===== src/rtl/task_enq_responder.sv =====
// Task-queue enqueue responder: allocates the lowest free slot per request and answers ack/nack.
// Latency 1 cycle to resp_valid/tq_wvalid; s_enq_ready drops only while a response is stalled.
package task_enq_pkg;
    typedef struct packed {
        logic [15:0] func_id;
        logic [31:0] arg;
    } task_t;
    typedef logic [3:0] tsb_entry_id_t;
    typedef logic [7:0] epoch_t;
endpackage

module task_enq_responder
    import task_enq_pkg::*;
#(
    parameter int LOG_TQ_SIZE = 6,
    parameter int TQ_RESERVE  = 2
) (
    input  logic                   clk,
    input  logic                   rstn,
    input  logic                   s_enq_valid,
    output logic                   s_enq_ready,
    input  task_t                  s_enq_data,
    input  logic                   s_enq_tied,
    input  tsb_entry_id_t          s_enq_tsb_id,
    output logic                   resp_valid,
    input  logic                   resp_ready,
    output logic                   resp_ack,
    output tsb_entry_id_t          resp_tsb_id,
    output epoch_t                 resp_epoch,
    output logic [LOG_TQ_SIZE-1:0] resp_tq_slot,
    output logic                   tq_wvalid,
    output logic [LOG_TQ_SIZE-1:0] tq_wslot,
    output task_t                  tq_wdata,
    output logic                   tq_wtied,
    input  logic                   tq_free_valid,
    input  logic [LOG_TQ_SIZE-1:0] tq_free_slot,
    output logic [LOG_TQ_SIZE:0]   n_free,
    output logic                   almost_full,
    output logic                   empty
);

    localparam int                   N       = 2 ** LOG_TQ_SIZE;
    localparam logic [LOG_TQ_SIZE:0] N_SLOTS = (LOG_TQ_SIZE + 1)'(N);
    localparam logic [LOG_TQ_SIZE:0] RESERVE = (LOG_TQ_SIZE + 1)'(TQ_RESERVE);
    localparam logic [LOG_TQ_SIZE:0] AF_LIM  = (LOG_TQ_SIZE + 1)'(4);
    localparam logic [LOG_TQ_SIZE:0] ONE     = (LOG_TQ_SIZE + 1)'(1);

    logic [N-1:0]           valid;
    epoch_t                 epoch [N];
    logic                   enq_fire;
    logic                   alloc;
    logic                   free_ok;
    logic [LOG_TQ_SIZE-1:0] alloc_slot;

    // Descending scan so the lowest-index free slot wins.
    always_comb begin
        alloc_slot = '0;
        for (int i = N - 1; i >= 0; i--) begin
            if (!valid[i]) alloc_slot = LOG_TQ_SIZE'(i);
        end
    end

    assign s_enq_ready = !resp_valid || resp_ready;
    assign enq_fire    = s_enq_valid && s_enq_ready;
    assign alloc       = enq_fire && (s_enq_tied ? (n_free != '0) : (n_free > RESERVE));
    assign free_ok     = tq_free_valid && valid[tq_free_slot];
    assign almost_full = n_free < AF_LIM;
    assign empty       = n_free == N_SLOTS;

    always_ff @(posedge clk) begin
        if (!rstn) begin
            valid        <= '0;
            for (int i = 0; i < N; i++) epoch[i] <= '0;
            n_free       <= N_SLOTS;
            resp_valid   <= 1'b0;
            resp_ack     <= 1'b0;
            resp_tsb_id  <= '0;
            resp_epoch   <= '0;
            resp_tq_slot <= '0;
            tq_wvalid    <= 1'b0;
            tq_wslot     <= '0;
            tq_wdata     <= '0;
            tq_wtied     <= 1'b0;
        end else begin
            tq_wvalid <= alloc;
            if (alloc) begin
                tq_wslot <= alloc_slot;
                tq_wdata <= s_enq_data;
                tq_wtied <= s_enq_tied;
            end

            if (enq_fire) begin
                resp_valid   <= 1'b1;
                resp_ack     <= alloc;
                resp_tsb_id  <= s_enq_tsb_id;
                resp_tq_slot <= alloc ? alloc_slot : '0;
                resp_epoch   <= alloc ? epoch[alloc_slot] : '0;
            end else if (resp_ready) begin
                resp_valid <= 1'b0;
            end

            // A freed slot is valid and an allocated one is not, so they never collide.
            for (int i = 0; i < N; i++) begin
                if (alloc && alloc_slot == LOG_TQ_SIZE'(i)) begin
                    valid[i] <= 1'b1;
                end else if (free_ok && tq_free_slot == LOG_TQ_SIZE'(i)) begin
                    valid[i] <= 1'b0;
                    epoch[i] <= epoch[i] + epoch_t'(1);
                end
            end

            case ({free_ok, alloc})
                2'b10:   n_free <= n_free + ONE;
                2'b01:   n_free <= n_free - ONE;
                default: n_free <= n_free;
            endcase
        end
    end

endmodule


===== config.mk =====
export PLATFORM = sky130hd
export DESIGN_NAME = task_enq_responder
export DESIGN_NICKNAME = d
export VERILOG_FILES = /design/src/rtl/task_enq_responder.sv
export SDC_FILE = /design/constraint.sdc
export NUM_CORES = 2
export LEC_CHECK = 0
export ABC_CLOCK_PERIOD_IN_PS = 6900
export CORE_MARGIN = 1.5
export CORE_UTILIZATION = 55
export DETAILED_ROUTE_END_ITERATION = 16
export GPL_TIMING_DRIVEN = 0
export PLACE_DENSITY = 0.76
export SYNTH_ARGS = -nofsm -noshare
export SYNTH_HDL_FRONTEND = slang
export SYNTH_SLANG_ARGS = --single-unit
export TNS_END_PERCENT = 30

===== constraint.sdc =====
create_clock -name clk -period 6.9 [get_ports clk]
set_input_delay 2.07 -clock clk [delete_from_list [all_inputs] [get_ports clk]]
set_output_delay 2.07 -clock clk [all_outputs]
set_load 0.005 [all_outputs]

; Word-level counts from Yosys, hierarchy flattened
; Memories as Yosys holds them, arrays and structs flattened.
; Cells that the tools add are included.
[op_classes]
muxes = 521
shifts = 0
order_cmp = 3
eq_ne = 129
div_mod_pow = 0
bitwise = 64
reduce_logical = 202
multipliers = 0
add_sub_neg = 66
[op_table]
columns = op, count
row1 = 8-bit two-way mux, 65
row2 = "8-bit by 1-bit adder with 8-bit output, second input constant", 64
row3 = 6-bit two-way mux, 65
row4 = 1-bit two-way mux, 389
row5 = "6-bit == test, second input constant", 64
row6 = "6-bit by 5-bit == test with 1-bit output, second input constant", 32
row7 = 2-bit nonzero test, 66
row8 = 1-bit logical AND, 131
row9 = "6-bit by 4-bit == test with 1-bit output, second input constant", 16
row10 = 1-bit OR, 64
row11 = "6-bit by 3-bit == test with 1-bit output, second input constant", 8
row12 = "6-bit by 2-bit == test with 1-bit output, second input constant", 4
row13 = 7-bit one-hot mux with 2 select lines, 1
row14 = "6-bit by 1-bit == test with 1-bit output, second input constant", 2
row15 = 6-bit zero test, 2
row16 = "7-bit by 1-bit adder with 7-bit output, second input constant", 1
row17 = "7-bit == test, second input constant", 1
row18 = "7-bit by 2-bit > comparator with 1-bit output, second input constant", 1
row19 = "6-bit by 7-bit < comparator with 1-bit output, second input constant", 1
row20 = "7-bit by 3-bit < comparator with 1-bit output, second input constant", 1
row21 = 7-bit nonzero test, 1
row22 = "7-bit by 1-bit subtractor with 7-bit output, second input constant", 1
row23 = 1-bit binary-select mux with 6-bit select, 1
row24 = "2-bit by 1-bit == test with 1-bit output, second input constant", 1
row25 = 3 further kinds, 3
[word_totals]
latchBits = 0
ram_bits = 512
out_inout_bits = 86
romBits = 0
reg_bits = 147
in_bits = 64
memories = 1
[memory_table]
columns = memory, words, word_bits, read_ports, rd_clocked_by_memory_dff, wr, line
row1 = epoch, 64, 8, 65, 0, 64, 49  ; epoch_t epoch [N];

; Depth between registers and ports, before layout
[depth]
depth_word = 70
mapped_depth = 18

; Worst setup path after synthesis
; Ideal clock, no wire load.
[synth_path]
path_kind = in2reg
start = input port tq_free_slot[0]
end = register n_free[6]
path_slack_ns = 1.218
arrival_time_ns = 5.620
t_required_ns = 6.838
cell_stages = 17
path_buffers = 2
path_cell_list = buf_6 -> buf_6 -> mux4_2 -> mux4_2 -> mux4_2 -> nand2_1 -> ha_1 -> inv_1 -> fa_1 -> nor2b_1 -> o21ai_0 -> nand2b_1 -> a21o_1 -> a21oi_1 -> xnor2_1 -> or3_1 -> nand3_1
[synth_via]
elab_chain_len = 5
word_cells_on_any_way = 7
classes_between = 2 x eq/ne / 3 x mux / 2 x reduce/logical
[synth_rtl]
columns = item, line
row1 = start: declaration, 36  ; input logic [LOG_TQ_SIZE-1:0] tq_free_slot,
row2 = 1-bit binary-select mux with 6-bit select (*), 66  ; assign free_ok = tq_free_valid && valid[tq_free_slot];
row3 = 1-bit two-way mux (implied by the code) (*), 66
row4 = 1-bit logical AND (*), 66
row5 = 2-bit by 1-bit == test with 1-bit output or 2-bit == test (tied branches), 112  ; case ({free_ok, alloc})
row6 = 7-bit one-hot mux with 2 select lines or 2-bit nonzero test (tied branches), n/a
row7 = end signal: assignment, 113  ; 2'b10: n_free <= n_free + ONE;
row8 = end signal: assignment, 114  ; 2'b01: n_free <= n_free - ONE;
row9 = end signal: assignment, 115  ; default: n_free <= n_free;
row10 = end: declaration, 37  ; output logic [LOG_TQ_SIZE:0] n_free,
; Every way passes the cells marked *; elsewhere a longest branch is shown, timed or not. The select of a mux whose other input is x is not followed.
; A chain may end at the register's enable or synchronous reset.

; Worst setup path in the final report
[layout_path]
start = input port resp_ready
end = register resp_epoch[5]
[layout_via]
elab_chain_len = 4
[layout_rtl]
columns = item, line
row1 = start: declaration, 26  ; input logic resp_ready,
row2 = 1-bit logical OR (*), 63  ; assign s_enq_ready = !resp_valid || resp_ready;
row3 = 1-bit logical AND (*), 64  ; assign enq_fire = s_enq_valid && s_enq_ready;
row4 = 1-bit logical AND, 65  ; assign alloc = enq_fire && (s_enq_tied ? (n_free != '0) : (n_free > RESERVE));
row5 = 8-bit two-way mux, 97  ; resp_epoch <= alloc ? epoch[alloc_slot] : '0;
row6 = end signal: assignment, 97
row7 = end: declaration, 29  ; output epoch_t resp_epoch,
; Every way passes the cells marked *; elsewhere a longest branch is shown, timed or not.

==> out/results.txt <==
Outcome = complete, but fails checks
Failing checks = capacitance limit
Dpl ws = 0.442 ns
Crit path max-delay cell type = a2111oi_2
Yosys warnings = 0
Initial Util = 55.6%
Worst Setup SP = resp_ready
Clock period minus worst slack = 5.89 ns
Peak per-stage delay on the critical path = 0.88 ns
# nets final = 4019
Final Skew = 0.0288 ns
Hold crit path type = register to register
First-pass GRT wire length = 189000 µm
FF+latch count, synth = 659
Syn Nets = 3775
Setup TNS = 0 ns
Post_cts resized = 0
DP Area = 38500 µm²
Die footprint = 66600 µm²
Setup WS post-layout = 1.01 ns
TritonCTS buffer count = 75
Worst path top cell family by delay = compound AO/OA/AOI/OAI gates
Die H = 258 µm
Fill cells = 5315
Post-route ant nets = 0
Setup CP Type = primary input to register
Ratio of cells with drive above 1 in the final layout = 6.80%
Fmax = 0.170 GHz
Power density cells = 240 nW/µm²
Share of flip-flops with an asynchronous set or reset = 0%
WP buf/inv = 4
Input/output buffers = 143
Hpwl dp = 98200 µm
VDD IR max = 0.184 mV
Finished Cell Area = 40900 µm²
Hold-fix buffers, CTS = 0
Finish-stage setup viols = 0
Final Max Tran Viols = 0
Row count = 93
CTS tree = built
Core area = 64300 µm²
CTS clk-pin slew, worst paths = 0.06 ns
Number of synthesized flops with an enable pin = 512
Syn avg cell area = 9.82 µm²
Worst slew margin = 0.846%
WP data required = 7.47 ns
RSZ-0062 raised after global routing = no
Clock root buffer = clkbuf_16
Gr ovfl total = 0
Seq/Total Area, Yosys = 51.2%
Synthesized cell area = 35800 µm²
Tightest Pin Transition = 1.47 ns
Critical-path maximum fanout = 10
Total Power = 9.80 mW
Starting DRC count in detailed routing = 4910
Reg2Reg Depth = 12
Worst path arrival time = 6.46 ns
# DRC = 0
Crit path depth = 13
Vias in the first global route = 29.0k
Postcts setup bufs = 0
Pin count of the biggest net entering global routing = 14
Top_reg_cell synth = edfxtp_1
Total track usage = 38.8%
Mean number of vias per cell = 6.56
Final Hold Fails = 0
WL/cell = 27.4 µm
Die width = 258 µm
Post-synthesis cell type count = 81
Worst Min Path Start = tq_wdata[33]
GPL Wtd Cong = 1.05
Crit path launch type = primary input
Hold path depth = 2
CTS sink cnt = 659
Final wirelength = 132000 µm
Via count = 31.5k
H-tree Lvls = 3
Max-cap violations = 1
Bufs on Longest Clock Path = 3
Initial antenna violation count = 6
Crit path cell chain = clkdlybuf4s50_1 > nand2b_1 > clkbuf_1 > nand2_1 > or2_2 > clkbuf_1 > inv_2 > nand2_1 > a221o_1 > a221oi_1 > nand4_1 > a2111oi_2 > a32o_1
P&R area growth vs syn = 14.3%
Leakage power = 14.9 nW
Total iterations of the first detailed-routing run = 7
Critical Path Sink Type = register
Cells after Synth = 3640
Final period util = 85.3%
Worst R2R Start = valid[2]
I/O pins = 150
Worst-skew pair later-pin latency = 0.63 ns
-- cell usage after synthesis, types with 4 or more instances --
| master | count | share of area (%) |
|---|---|---|
| nor2_1 | 609 | 6.4 |
| edfxtp_1 | 512 | 43 |
| nand2_1 | 453 | 4.8 |
| nand3_1 | 369 | 5.2 |
| xor2_1 | 276 | 6.8 |
| and3_1 | 172 | 3.0 |
| a21oi_1 | 155 | 2.2 |
| dfxtp_1 | 147 | 8.2 |
| xnor2_1 | 113 | 2.8 |
| mux2i_1 | 98 | 2.7 |
| clkbuf_1 | 81 | 0.85 |
| o21ai_0 | 73 | 1.0 |
| ha_1 | 70 | 2.4 |
| a31oi_1 | 51 | 0.89 |
| buf_2 | 47 | 0.66 |
| nand4_1 | 37 | 0.65 |
| and2_1 | 34 | 0.59 |
| a32oi_1 | 29 | 0.71 |
| nor3_1 | 26 | 0.36 |
| a22oi_1 | 21 | 0.44 |
| mux4_2 | 21 | 1.3 |
| inv_1 | 19 | 0.20 |
| nand2_2 | 15 | 0.26 |
| nor2b_1 | 14 | 0.24 |
| nor4_1 | 13 | 0.23 |
| buf_4 | 12 | 0.25 |
| nand2b_1 | 12 | 0.21 |
| a32o_1 | 10 | 0.28 |
| or2_2 | 10 | 0.17 |
| or3_1 | 9 | 0.16 |
| a21o_1 | 8 | 0.17 |
| a221oi_1 | 8 | 0.20 |
| a211oi_1 | 7 | 0.15 |
| o211ai_1 | 7 | 0.15 |
| o21ai_1 | 7 | 0.098 |
| buf_1 | 6 | 0.063 |
| o22ai_1 | 6 | 0.10 |
| a22o_1 | 5 | 0.12 |
| o211a_1 | 5 | 0.14 |
| o31ai_1 | 5 | 0.10 |
| a2111oi_0 | 4 | 0.098 |
| o311ai_0 | 4 | 0.098 |
-- cell families (layout without fill, tap and decap cells) --
group,count (synthesis),after routing,share of synthesized area [%]
compound gates,439,439,7.83
buf+inv,170,473,2.14
mux,121,121,4.13
xor+xnor,389,389,9.53
flops,659,659,51.2
other cells,0,4,0
simple gates,1790,1790,22.6
fa+ha+maj,72,72,2.53
-- stage by stage --
| step | std cells | util [%] | hold WS [ns] |
|---|---|---|---|
| 2_1_floorplan | 3640 | - | 0.439 |
| 3_3_place_gp | 4638 | 59.5 | 0.431 |
| 3_5_place_dp | 4661 | 59.8 | 0.444 |
| 4_1_cts | 4797 | 63.5 | 0.452 |
| 5_1_grt | 4799 | 63.5 | 0.469 |
| 6_report | 4802 | 63.5 | 0.451 |
-- state kept, by name, summed over array words and instances (netlist names) --
| register | count |
|---|---|
| epoch | 512 |
| valid | 64 |
| tq_wdata | 48 |
| resp_epoch | 8 |
| n_free | 7 |
| resp_tq_slot | 6 |
| tq_wslot | 6 |
| resp_tsb_id | 4 |
| resp_ack | 1 |
| resp_valid | 1 |
| tq_wtied | 1 |
| tq_wvalid | 1 |
-- area by class of cell --
cell class | instances | area, µm² | area share, %
clock buffer | 99 | 2070 | 5.06
inverter | 21 | 78.8 | 0.193
sequential | 659 | 18300 | 44.8
clock inverter | 37 | 345 | 0.845
tap | 855 | 1070 | 2.62
buffer | 149 | 686 | 1.68
antenna | 4 | 10.0 | 0.0245
timing repair buffer | 167 | 1600 | 3.92
multi-input combinational | 2811 | 16700 | 40.9
-- worst reg2reg max path, stage by stage, from the launching register on --
cell and delay, ns:
dfxtp_1 0.31, buf_2 0.21, nand4_1 0.13, o31ai_1 0.89, o311ai_1 0.25, and2_1 0.29, clkbuf_1 0.32, nor3_2 1.23
clkbuf_1 0.84, a22oi_1 0.24, nand3_1 0.22, a22oi_1 0.28, a32o_1 0.36
-- cell usage in the layout (no fill, tap or decap), types with 14 or more instances in the layout --
| master | instances |
|---|---|
| nand2_1 | 453 |
| a22oi_1 | 21 |
| xor2_1 | 276 |
| nand3_1 | 369 |
| xnor2_1 | 113 |
| ha_1 | 70 |
| a32oi_1 | 29 |
| buf_4 | 32 |
| a21oi_1 | 154 |
| clkdlybuf4s50_1 | 143 |
| and3_1 | 172 |
| nor2_1 | 609 |
| o21ai_0 | 25 |
| mux4_2 | 21 |
| clkbuf_16 | 78 |
| clkinv_2 | 18 |
| buf_2 | 51 |
| mux2i_1 | 98 |
| nor2b_1 | 14 |
| dfxtp_1 | 147 |
| nand4_1 | 37 |
| and2_1 | 34 |
| clkbuf_1 | 98 |
| nand2_2 | 15 |
| edfxtp_1 | 512 |
| nor3_1 | 24 |
| inv_1 | 19 |
| o21ai_1 | 55 |
| a31oi_1 | 51 |
-- power breakdown --
group          total (mW)  switching, mW  internal (mW)  leakage (nW)
clock network        4.02           1.68           2.34          1.20
registers            4.71          0.222           4.49          6.45
logic                1.06          0.676          0.387          7.21
total                9.80           2.58           7.22          14.9
-- routing by layer --
| metal | track usage, % | share of wire (%) | up-vias |
|---|---|---|---|
| met2 | 55.4 | 42 | 2204 |
| met3 | 11.9 | 14 | 526 |
| met1 | 51.3 | 37 | 15181 |
| met5 | 0 | 0.032 | - |
| met4 | 24.3 | 7.4 | 6 |
| li1 | - | - | 13577 |
-- worst paths after layout --
path | endpoint | slack (ns)
worst min register to register | tq_wdata[33] | 0.45
worst max register to register | resp_epoch[7] | 1.22
worst min-delay path | tq_wdata[33] | 0.45
worst max-delay path | resp_epoch[5] | 1.01
No activity file was read; power rests on OpenSTA's default activity.
